### src/rtl/dbg_reg_acc_ctrl.sv
// dbg_reg_acc_ctrl: sequences debug abstract register commands onto the decode-stage GPR/CSR port.
// Rev 1.0
`default_nettype none
module dbg_reg_acc_ctrl #(
  parameter int CSR_LAT = 2,
  parameter int CNT_W   = 4
) (
  input  logic        clk,
  input  logic        rstn,
  input  logic        halted,
  input  logic        cmd_valid,
  output logic        cmd_ready,
  input  logic        cmd_wr,
  input  logic [15:0] cmd_regno,
  input  logic [31:0] cmd_wdata,
  output logic        rsp_valid,
  input  logic        rsp_ready,
  output logic [31:0] rsp_rdata,
  output logic [2:0]  rsp_err,
  output logic        busy,
  output logic [11:0] dbg_addr,
  output logic [31:0] dbg_wdata,
  output logic        dbg_gpr_rd,
  output logic        dbg_gpr_wr,
  output logic        dbg_csr_rd,
  output logic        dbg_csr_wr,
  input  logic [31:0] dbg_gpr_out,
  input  logic [31:0] dbg_csr_out,
  input  logic        dbg_csr_ill
);

  typedef enum logic [1:0] {S_IDLE, S_ACC, S_WAIT, S_RESP} state_t;

  localparam logic [2:0] c_ERR_OK   = 3'd0;
  localparam logic [2:0] c_ERR_REG  = 3'd2;
  localparam logic [2:0] c_ERR_EXC  = 3'd3;
  localparam logic [2:0] c_ERR_HALT = 3'd4;

  state_t             r_state, w_state_d;
  logic               r_cmd_ready;
  logic               r_wr, r_is_gpr;
  logic [CNT_W-1:0]   r_cnt;
  logic [31:0]        r_rdata;
  logic [2:0]         r_err;
  logic [11:0]        r_addr;
  logic [31:0]        r_wdata;
  logic [3:0]         r_strb;   // {gpr_rd, gpr_wr, csr_rd, csr_wr}

  logic w_accept, w_is_csr, w_is_gpr, w_csr_done;

  assign w_accept = cmd_valid & r_cmd_ready;
  assign w_is_csr = (cmd_regno[15:12] == 4'h0);
  assign w_is_gpr = (cmd_regno[15:5] == 11'h080);
  assign w_csr_done = (r_state == S_WAIT) && (r_cnt == '0);

  always_comb begin
    w_state_d = r_state;
    case (r_state)
      S_IDLE: begin
        if (w_accept) begin
          if (!halted || !(w_is_csr || w_is_gpr)) w_state_d = S_RESP;
          else                                    w_state_d = S_ACC;
        end
      end
      S_ACC: begin
        if (!halted || r_is_gpr || (CSR_LAT == 0)) w_state_d = S_RESP;
        else                                       w_state_d = S_WAIT;
      end
      S_WAIT: begin
        if (!halted || (r_cnt == '0)) w_state_d = S_RESP;
      end
      S_RESP: begin
        if (rsp_ready) w_state_d = S_IDLE;
      end
      default: w_state_d = S_IDLE;
    endcase
  end

  always_ff @(posedge clk) begin
    if (!rstn) r_state <= S_IDLE;
    else       r_state <= w_state_d;
  end

  always_ff @(posedge clk) begin
    if (!rstn) begin
      r_cmd_ready <= 1'b0;
      r_wr        <= 1'b0;
      r_is_gpr    <= 1'b0;
      r_cnt       <= '0;
      r_rdata     <= '0;
      r_err       <= '0;
      r_addr      <= '0;
      r_wdata     <= '0;
      r_strb      <= '0;
    end else begin
      r_cmd_ready <= (w_state_d == S_IDLE);
      r_strb      <= '0;
      case (r_state)
        S_IDLE: begin
          if (w_accept) begin
            r_wr     <= cmd_wr;
            r_is_gpr <= w_is_gpr;
            r_rdata  <= '0;
            if (!halted) begin
              r_err <= c_ERR_HALT;
            end else if (!(w_is_csr || w_is_gpr)) begin
              r_err <= c_ERR_REG;
            end else begin
              r_err   <= c_ERR_OK;
              r_addr  <= w_is_gpr ? {7'b0, cmd_regno[4:0]} : cmd_regno[11:0];
              r_wdata <= cmd_wdata;
              r_strb  <= {w_is_gpr & ~cmd_wr, w_is_gpr & cmd_wr,
                          w_is_csr & ~cmd_wr, w_is_csr & cmd_wr};
            end
          end
        end
        S_ACC: begin
          if (!halted) begin
            r_err   <= c_ERR_HALT;
            r_rdata <= '0;
          end else if (r_is_gpr) begin
            if (!r_wr) r_rdata <= dbg_gpr_out;
          end else if (CSR_LAT == 0) begin
            r_err   <= dbg_csr_ill ? c_ERR_EXC : c_ERR_OK;
            r_rdata <= (dbg_csr_ill || r_wr) ? 32'h0 : dbg_csr_out;
          end else begin
            r_cnt <= CNT_W'(CSR_LAT - 1);
          end
        end
        S_WAIT: begin
          // Halt loss takes priority over a CSR exception reported at the same time.
          if (!halted) begin
            r_err   <= c_ERR_HALT;
            r_rdata <= '0;
          end else if (w_csr_done) begin
            r_err   <= dbg_csr_ill ? c_ERR_EXC : c_ERR_OK;
            r_rdata <= (dbg_csr_ill || r_wr) ? 32'h0 : dbg_csr_out;
          end else begin
            r_cnt <= r_cnt - 1'b1;
          end
        end
        default: ;
      endcase
    end
  end

  assign cmd_ready  = r_cmd_ready;
  assign rsp_valid  = (r_state == S_RESP);
  assign busy       = (r_state != S_IDLE);
  assign rsp_rdata  = r_rdata;
  assign rsp_err    = r_err;
  assign dbg_addr   = r_addr;
  assign dbg_wdata  = r_wdata;
  assign dbg_gpr_rd = r_strb[3];
  assign dbg_gpr_wr = r_strb[2];
  assign dbg_csr_rd = r_strb[1];
  assign dbg_csr_wr = r_strb[0];

endmodule
`default_nettype wire

### config.mk
export PLATFORM = sky130hd
export DESIGN_NAME = dbg_reg_acc_ctrl
export DESIGN_NICKNAME = d
export VERILOG_FILES = /design/src/rtl/dbg_reg_acc_ctrl.sv
export SDC_FILE = /design/constraint.sdc
export NUM_CORES = 1
export LEC_CHECK = 0
export CAP_MARGIN = 0
export CORE_MARGIN = 8
export CORE_UTILIZATION = 30
export CTS_CLUSTER_DIAMETER = 80
export DETAILED_ROUTE_END_ITERATION = 10
export PLACE_DENSITY = 0.7
export SLEW_MARGIN = 20
export SYNTH_ARGS = -nofsm -noshare
export SYNTH_HDL_FRONTEND = slang
export SYNTH_SLANG_ARGS = --single-unit
### constraint.sdc
create_clock -name clk -period 2.18 [get_ports clk]
set_clock_uncertainty 0.05 [all_clocks]
set_input_delay 0.218 -clock clk [delete_from_list [all_inputs] [get_ports clk]]
set_output_delay 0.218 -clock clk [all_outputs]
set_load 0.1 [all_outputs]
==> reports/metrics.cfg <==
[placed_design]
dpl_cell_area_sq_um=6330
place_inst=840
io_buffer_count=204
dp_slack_ns=-0.223
routabilityCongestion=0.792
dp_hpwl_mm=10.2

[synthesis]
unique_cell_type_count_in_the_yosys_netlist=47
synth_top_family_by_area=simple AND/OR/NAND/NOR gates
dominant_synthesized_flop_cell=dfxtp_1
number_of_storage_elements_in_the_synthesis_netlist=92
netlist_area_sq_um=4280
synth_top_area_share_pct=43.0
muxShareOfSynthArea_pct=17.1
share_of_async_settable_or_async_resettable_flops_after_synthesis_pct=0
yosysWarningCount=0
post_synth_xor_area_fraction_pct=0.204
synth-simple-area-share_pct=19.4
synth.avg_cell_area_sq_um=9.00
synth.top_cells.by_count=nand2_1 (154), dfxtp_1 (92), mux2i_1 (73)
synth_sequential_area_ratio_pct=43.0
synth_compound_area_share_pct=12.8
yosysMostFrequentCell=nand2_1
post_synth_fa_ha_maj_area_fraction_pct=2.04
synth_enable_flop_cells=0
postSynthCellCount=476
yosysTopAreaCell=dfxtp_1
synth.top_cells.by_area=dfxtp_1 (43%), mux2i_1 (17%), nand2_1 (13%)
synth_nets=602

[timing]
tightest_slew_ns=0.409
achievable-frequency_mhz=497
final_max_slew_viol_count=0
rsz0062_at_grt=false
finalCriticalPeriod_ns=2.01
final_critical_path_setup_slack_ns=0.167
setup_viol=0
finalHoldViolCount=0
maxSlewHeadroom_pct=72.5
fin_worst_hold_slack_ns=0.168
post-route-period-util_pct=92.3

[setup_path]
critical_path.startpoint_type=flop
cp_data_required_time_ns=2.39
rrSetupSlack_ns=0.17
worstPathCellList=inv_1, ha_1, buf_4, nor2b_1, o211ai_1, or3b_2, a21boi_0
critical_path.slowest_cell=or3b_2
critical_path.endpoint_type=flop
critical_path_arrival_ns=2.22
worst_r2r_path_depth=7
reg2reg_from=r_state[1]
critical_path.top_delay_family=simple AND/OR/NAND/NOR gates
critical-path-max-stage-delay_ns=0.47
critical_path.n_buffers_inverters=2
timing.setup.critical_path_class=flop to flop
crit_fanout=7
reg2reg_to=r_cnt[1]

[finish]
drive_above_1_share_pct=19.8
post-route-util_pct=48.1
post-route-cell-area_sq_um=6700
insertedDiodeCount=0
layout-area-overhead-vs-synth_pct=56.5
final.fill_count=1314
fin_cells=858
finalNetCount=799

[run]
cap_violations=0

[pwr]
power.share.combinational_pct=44.4
switch_pwr_mw=2.35
power.density_cell_area_nw_per_um2=934
power_report.internal_total_mw=3.92
cellLeakagePower_nw=2.78
seq_power_share_pct=30.0
power.share.switching_pct=37.5
power.clock.fraction_pct=25.6
ir_worst_vdd_mv=0.560

[clock_network]
clkTransAtPathRegs_ns=0.06
cts_tree=done
cts_setup_buffers=0
clk_path_buf_depth=2
cts-htree-levels=3
clock_insertion_delay_worst_skew_ns=0.33
tritoncts_num_sinks=92
cts_made_buffers=9
cts.root.buffer_cell=clkbuf_16
cts_hold_buffers=0

[worst_hold_path]
hold-path-cell-count=2
worst_hold_path.endpoint=r_is_gpr
timing.hold.worst.class=input pin to flop
startpoint_of_the_lowest_slack_hold_path=rstn

[detailed_routing]
dr.first_iter.drc_count=169
wl_per_cell_um=15.6
detail_route.vias_per_cell=4.69
drc_errors=0
antenna_left=0
wl_mm=13.4
vias=4023
drt_first_pass_iters=4

[grt]
antenna_found_initial=0
grt_overflow=0
first_pass_grt_wire_length_mm=20.6
track_usage_pct=13.8
grt_start_max_net_pins=83
grt_pass1_vias=4131

[floorplan]
dieHeight_um=135
die_area_sq_um=18400
floorplan.initialDensity_pct=30.7
placementRows=43
floorplan_die_width_um=135
floorplan.io_pins=205
core_area_sq_um=13900

[outcome]
run_status=completed

==> repair_timing <==
item | CTS | global route
endpoints found under the setup margin | 32 | 73
hold endpoints to repair | 0 | 0
pin swaps | 0 | 0
gates resized for setup | 1 | 3
gates cloned | 0 | 2
==> through the flow <==
step | power, mW | TNS, ns
finish | 6.26 | 0
global route | 6.60 | 0
CTS | 6.18 | 0
detailed placement | 4.56 | -7.79
global placement | 4.52 | -5.75
floorplan | 3.76 | 0
==> cell usage in the layout (no fill, tap or decap), drive strengths merged, types with 7 or more instances in the layout <==
cell / netlist / layout
inv: 9 / 10
clkdlybuf4s50: 0 / 117
ha: 7 / 7
buf: 10 / 103
nand2: 154 / 154
nor2: 7 / 7
dfxtp: 92 / 92
a22o: 32 / 32
o21ai: 7 / 7
clkbuf: 26 / 13
mux2i: 73 / 73
==> logic make-up (layout without fill, tap and decap cells) <==
| logic type | after synthesis | in the layout |
|---|---|---|
| mux | 73 | 73 |
| xor+xnor | 1 | 1 |
| fa+ha+maj | 7 | 7 |
| simple gates | 192 | 192 |
| flops | 92 | 92 |
| compound gates | 66 | 66 |
| buf+inv | 45 | 247 |
==> metal layers <==
metal / global-route usage (%) / wire length (um) / vias up
met5: 0 / 0 / -
met4: 5.24 / 204 / 0
met3: 4.93 / 1090 / 14
met2: 23.4 / 6380 / 140
met1: 15.5 / 5730 / 1836
li1: - / - / 2033
==> layout make-up <==
| type | count | area [sq um] | share of cell area (%) |
|---|---|---|---|
| repair buffers | 222 | 2060 | 30.7 |
| well taps | 180 | 225 | 3.36 |
| multi-input cells | 339 | 2230 | 33.3 |
| clock inverters | 5 | 58.8 | 0.877 |
| flip-flops and latches | 92 | 1840 | 27.5 |
| clock buffers | 11 | 253 | 3.77 |
| inverters | 9 | 33.8 | 0.504 |
==> registers in the layout, summed over array words and instances, names as in the netlist <==
register	flops
dbg_wdata	32
rsp_rdata	32
dbg_addr	12
r_cnt	4
r_strb	4
rsp_err	3
r_state	2
cmd_ready	1
r_is_gpr	1
r_wr	1
==> power by group through the flow <==
stage          sequential (mW)  combinational (mW)  clock, mW
2_1_floorplan             2.30                1.47          0
3_3_place_gp              1.90                2.62          0
3_5_place_dp              1.91                2.65          0
4_1_cts                   1.87                2.66       1.65
5_1_grt                   1.89                2.98       1.72
6_report                  1.88                2.78       1.60
==> worst max path at each step <==
stage	from	to	cells after the start	slack [ns]
detailed placement	cmd_regno[10]	dbg_wdata[28]	6	-0.22
floorplan	r_cnt[0]	rsp_rdata[0]	8	0.19
finish	r_state[1]	r_cnt[1]	7	0.17
global placement	cmd_regno[10]	dbg_wdata[1]	6	-0.14
CTS	r_state[0]	rsp_rdata[1]	6	0.03
global route	r_state[1]	r_cnt[1]	7	0.02
Power figures use the tool's default switching activity.
